===== src/rtl/sim_halt_monitor.sv =====
// sim_halt_monitor: snoops the fetch bus, detects a halt pattern, drains to end_pc, flags done/timeout.
// Optional HALT_ECALL_EN: ecall/ebreak words also trigger an immediate halt.
module sim_halt_monitor #(
  parameter int ADDR_WIDTH       = 32,
  parameter int CNT_WIDTH        = 32,
  parameter int MAX_CYCLES       = 1000,
  parameter int DRAIN_OFFSET     = 20,
  parameter int ZERO_RUN         = 1,
  parameter int DRAIN_MAX_CYCLES = 64
) (
  input  logic                  clk,
  input  logic                  rstn,
  input  logic                  en,
  input  logic                  inst_valid,
  input  logic [31:0]           inst_in,
  input  logic [ADDR_WIDTH-1:0] inst_addr,
  output logic                  done,
  output logic                  timeout,
  output logic                  drain_forced,
  output logic [ADDR_WIDTH-1:0] halt_pc,
  output logic [ADDR_WIDTH-1:0] end_pc,
  output logic [CNT_WIDTH-1:0]  cycle_cnt,
  output logic [CNT_WIDTH-1:0]  inst_cnt,
  output logic [2:0]            state
);
  localparam int ZW = $clog2(ZERO_RUN + 1);
  localparam int DW = $clog2(DRAIN_MAX_CYCLES + 1);
  typedef enum logic [2:0] {IDLE = 3'd0, RUN = 3'd1, DRAIN = 3'd2, DONE = 3'd3, TMO = 3'd4} state_t;
  state_t                state_q, state_d;
  logic                  drain_forced_q, drain_forced_d;
  logic [ADDR_WIDTH-1:0] halt_pc_q, halt_pc_d, end_pc_q, end_pc_d;
  logic [CNT_WIDTH-1:0]  cycle_cnt_q, cycle_cnt_d, inst_cnt_q, inst_cnt_d;
  logic [ZW-1:0]         zero_run_q, zero_run_d;
  logic [DW-1:0]         drain_q, drain_d;
  logic                  is_zero, is_ecall, halt, running;
`ifdef HALT_ECALL_EN
  assign is_ecall = inst_in == 32'h0000_0073 || inst_in == 32'h0010_0073;
`else
  assign is_ecall = 1'b0;
`endif
  assign is_zero = inst_in == 32'h0;
  assign halt    = (is_zero && 32'(zero_run_q) >= ZERO_RUN - 1) || is_ecall;
  assign running = en && (state_q == RUN || state_q == DRAIN || (state_q == IDLE && inst_valid));
  always_comb begin
    state_d        = state_q;
    drain_forced_d = drain_forced_q;
    halt_pc_d      = halt_pc_q;
    end_pc_d       = end_pc_q;
    cycle_cnt_d    = cycle_cnt_q;
    inst_cnt_d     = inst_cnt_q;
    zero_run_d     = zero_run_q;
    drain_d        = drain_q;
    if (running) begin
      cycle_cnt_d = &cycle_cnt_q ? cycle_cnt_q : cycle_cnt_q + 1'b1;
      if (inst_valid) inst_cnt_d = &inst_cnt_q ? inst_cnt_q : inst_cnt_q + 1'b1;
      if (state_q != DRAIN) begin
        state_d = RUN;
        if (inst_valid) begin
          zero_run_d = !is_zero ? '0 : 32'(zero_run_q) >= ZERO_RUN ? zero_run_q : zero_run_q + 1'b1;
          if (halt) begin
            halt_pc_d = inst_addr;
            end_pc_d  = inst_addr + ADDR_WIDTH'(DRAIN_OFFSET);
            drain_d   = '0;
            state_d   = DRAIN;
          end
        end
      end else if (inst_valid && inst_addr == end_pc_q) begin
        state_d = DONE;
      end else if (32'(drain_q) == DRAIN_MAX_CYCLES - 1) begin
        state_d        = DONE;
        drain_forced_d = 1'b1;
      end else begin
        drain_d = drain_q + 1'b1;
      end
      // completion on the budget's last cycle takes priority over timeout
      if (cycle_cnt_q == CNT_WIDTH'(MAX_CYCLES - 1) && state_d != DONE) state_d = TMO;
    end
  end
  always_ff @(posedge clk) begin
    if (!rstn) begin
      state_q        <= IDLE;
      drain_forced_q <= 1'b0;
      halt_pc_q      <= '0;
      end_pc_q       <= '0;
      cycle_cnt_q    <= '0;
      inst_cnt_q     <= '0;
      zero_run_q     <= '0;
      drain_q        <= '0;
    end else begin
      state_q        <= state_d;
      drain_forced_q <= drain_forced_d;
      halt_pc_q      <= halt_pc_d;
      end_pc_q       <= end_pc_d;
      cycle_cnt_q    <= cycle_cnt_d;
      inst_cnt_q     <= inst_cnt_d;
      zero_run_q     <= zero_run_d;
      drain_q        <= drain_d;
    end
  end
  assign done         = state_q == DONE;
  assign timeout      = state_q == TMO;
  assign drain_forced = drain_forced_q;
  assign halt_pc      = halt_pc_q;
  assign end_pc       = end_pc_q;
  assign cycle_cnt    = cycle_cnt_q;
  assign inst_cnt     = inst_cnt_q;
  assign state        = state_q;
endmodule


===== config.mk =====
export PLATFORM = sky130hd
export DESIGN_NAME = sim_halt_monitor
export DESIGN_NICKNAME = d
export VERILOG_FILES = /design/src/rtl/sim_halt_monitor.sv
export SDC_FILE = /design/constraint.sdc
export NUM_CORES = 1
export LEC_CHECK = 0
export CAP_MARGIN = 15
export CORE_ASPECT_RATIO = 0.8
export CORE_UTILIZATION = 40
export DETAILED_ROUTE_END_ITERATION = 10
export PLACE_DENSITY = 0.71
export SKIP_LAST_GASP = 1
export SYNTH_ARGS = -nofsm -noshare
export SYNTH_HDL_FRONTEND = slang
export SYNTH_SLANG_ARGS = --single-unit

===== constraint.sdc =====
create_clock -name clk -period 2.51 [get_ports clk]
set_input_delay 0.753 -clock clk [delete_from_list [all_inputs] [get_ports clk]]
set_output_delay 0.753 -clock clk [all_outputs]
set_load 0.03 [all_outputs]

==> flow_metrics.env <==
export IMPL_r2r_start="cycle_cnt[27]"
export IMPL_slowest_stage="clkdlybuf4s50_1"
export IMPL_crit_type="reg -> out"
export IMPL_crit_start="inst_cnt[18]"
export IMPL_routed_wl_um=21300
export IMPL_crit_buf_inv=1
export IMPL_hold_buffers=0
export IMPL_gp_congestion=0.9040
export IMPL_min_period_over_period_pct=96.40
export IMPL_num_vias=7124
export IMPL_path_delay_family="buffers and inverters"
export IMPL_synthCells=845
export IMPL_cellPowerDensity_nw_per_um2=472.4
export IMPL_viasPerCell=5.227
export IMPL_p_comb_share_pct=7.6
export IMPL_reg2reg_to="cycle_cnt[0]"
export IMPL_crit_chain="clkdlybuf4s50_1"
export IMPL_async_flop_share_pct=0
export IMPL_cpPeakStageDelay_ps=740
export IMPL_clk_pin_slew_ps=60
export IMPL_hold_violations=0
export IMPL_die_area_um2=18550
export IMPL_synthFlopType="dfxtp_1"
export IMPL_wl_per_cell_um=15.63
export IMPL_whs_ps=427.4
export IMPL_switchingPower_w=0.001182
export IMPL_antenna_cells=0
export IMPL_switching_share_pct=23.16
export IMPL_ff2ff_path_depth=6
export IMPL_antenna_found_initial=0
export IMPL_arrival_ps=1670
export IMPL_failed_checks="DRC"
export IMPL_cts_buffers=17
export IMPL_root_buffer="clkbuf_16"
export IMPL_hp_class="reg -> reg"
export IMPL_cap_violations=0
export IMPL_cts_htree_levels=4
export IMPL_report_final_slew_viol_count=0
export IMPL_grt_pass1_wl_um=34240
export IMPL_tightest_slew_ps=472.1
export IMPL_syn_num_nets=917
export IMPL_synth_edf_count=0
export IMPL_startpoint_type="flop"
export IMPL_io_pins=202
export IMPL_seq_area_frac_synth_pct=38.08
export IMPL_path_depth=1
export IMPL_clockPowerShare_pct=49.5
export IMPL_die_height_um=122.0
export IMPL_cts_sinks=137
export IMPL_max_freq_ghz=0.4133
export IMPL_area_growth_pct=49.96
export IMPL_rows=43
export IMPL_required_ps=1760
export IMPL_ys_seq_elements=137
export IMPL_p_leak_nw=4.193
export IMPL_nNetsFinal=1197
export IMPL_yosysWarnings=0
export IMPL_power_w=0.005103
export IMPL_regToRegSetupSlack_ps=200
export IMPL_setup_tns_ps=0
export IMPL_ys_types=52
export IMPL_clock_latency_ps=420
export IMPL_rsz0062_at_grt="true"
export IMPL_irDropWorstVdd_v=0.0003712
export IMPL_port_buffers=201
export IMPL_grt_max_degree=100
export IMPL_cts_buffer_depth=2
export IMPL_cts_tree="done"
export IMPL_cp_end_kind="output port"
export IMPL_avgSynthCellArea_um2=8.524
export IMPL_setup_viol_count_final=0
export IMPL_crit_fanout=7
export IMPL_seqPwrFrac_pct=42.8
export IMPL_grt_total_usage_pct=23.15
export IMPL_coreArea_um2=17490
export IMPL_slew_headroom_pct=68.29
export IMPL_fin_crit_ps=2420
export IMPL_grt_pass1_vias=6780
export IMPL_grt_overflow=0
export IMPL_intPower_w=0.003921
export IMPL_netlist_area_um2=7203
export IMPL_drt_pass1_iterations=8
export IMPL_dp_hpwl_um=15460
export IMPL_status="complete, but fails checks"
export IMPL_die_w_um=152.0
export IMPL_drive_gt1_share_pct=13.80
export IMPL_drtIter0Drc=411
export IMPL_initial_core_util_pct=41.19
export IMPL_ant_nets=0
export IMPL_drc_errors=21
export IMPL_endpoint="inst_cnt[18]"
export IMPL_clock_skew_ps=11.71
-- cells by family (layout without fill, tap and decap cells) --
group                    Yosys count  in the layout  share of synthesized area [%]
flip-flops                       137            137                          38.08
multiplexers                       2              2                         0.2779
adder cells (fa/ha/maj)            4              4                         0.6948
buffers and inverters             54            347                          3.370
XOR/XNOR                         116            116                          14.10
AND/OR/NAND/NOR                  419            419                          32.52
AO/OA/AOI/OAI                    113            113                          10.96
-- state kept, by name, indices dropped and copies added, names as in the netlist --
signal,flops
cycle_cnt,32
halt_pc,32
inst_cnt,32
end_pc,30
drain_q,7
state,3
drain_forced,1
-- worst min path at each step --
stage,cells past startpoint,end,from,slack [ps]
2_1_floorplan,2,drain_q[6],drain_q[6],410
3_3_place_gp,2,drain_q[6],drain_q[6],410
3_5_place_dp,2,drain_q[6],drain_q[6],420
4_1_cts,2,drain_q[6],drain_q[6],430
5_1_grt,2,drain_q[6],drain_q[6],460
6_report,2,drain_q[6],drain_q[6],430
-- worst register-to-register path: stages, from the launching register on --
cell and delay, ps:
dfxtp_1 450, nand4_1 240, or3_1 500, nor4_4 520, nor2_1 160, xor2_1 170
and2_1 160
-- cell usage after synthesis, types with 19 or more instances --
| library cell | number | area share (%) |
|---|---|---|
| clkbuf_1 | 23 | 1.2 |
| dfxtp_1 | 137 | 38 |
| a21oi_1 | 20 | 1.4 |
| nand4_1 | 36 | 3.1 |
| o21ai_0 | 28 | 1.9 |
| nand2_1 | 127 | 6.6 |
| nor4_1 | 20 | 1.7 |
| a21boi_1 | 21 | 2.2 |
| and3_1 | 19 | 1.7 |
| xor2_1 | 40 | 4.9 |
| nor2_1 | 25 | 1.3 |
| a21boi_0 | 21 | 2.2 |
| and2_1 | 59 | 5.1 |
| nor3_1 | 26 | 1.8 |
| nand3_1 | 45 | 3.1 |
| xnor2_1 | 76 | 9.2 |
-- layout make-up --
type / instances / area, um2
clock buffer: 19 / 452.9
inverter: 13 / 48.80
fill: 1460 / 6684
sequential: 137 / 2743
tap: 225 / 281.5
multi-input combinational: 654 / 4252
clock inverter: 13 / 145.1
timing repair buffer: 302 / 2879
-- power groups by stage --
stage	logic [W]	clock network (W)	registers [W]
2_1_floorplan	0.000130	0	0.00224
3_3_place_gp	0.000382	0	0.00223
3_5_place_dp	0.000384	0	0.00223
4_1_cts	0.000388	0.00257	0.00218
5_1_grt	0.000420	0.00267	0.00218
6_report	0.000390	0.00253	0.00219
-- stage by stage --
step	instances	area, um2	setup slack, ps	utilization, %
final	1363	10800	90.41	61.77
after global routing	1363	10800	-6.377	61.77
after CTS	1361	10730	32.37	61.35
after detailed placement	1329	10130	-401.0	57.94
after global placement	1329	10130	-408.7	57.94
after floorplan	845	7203	222.9	-
-- metal layers --
metal	global-route usage, %	up-vias	wire length, um
li1	-	3508	-
met1	30.03	3378	9804
met2	37.18	217	9715
met3	7.471	21	1521
met4	5.931	0	259
met5	0	-	0
-- placed cells by master, fill, tap and decap left out, types with 25 or more instances in the layout --
master and count:
nor2_1 25, and2_1 60, xnor2_1 76, buf_4 93
dfxtp_1 137, o21ai_0 28, nand2_1 127, clkdlybuf4s50_1 196
nand3_1 45, nand4_1 36, xor2_1 40
-- repair_timing --
action | 4_1_cts | 5_1_grt
setup buffers | 0 | 1
gates cloned | 0 | 1
endpoints found under the setup margin | 2 | 66
gates resized for setup | 2 | 10
endpoints found under the hold margin | 0 | 0
pin swaps | 0 | 3
Note: power is estimated with default switching activity, not from simulation.
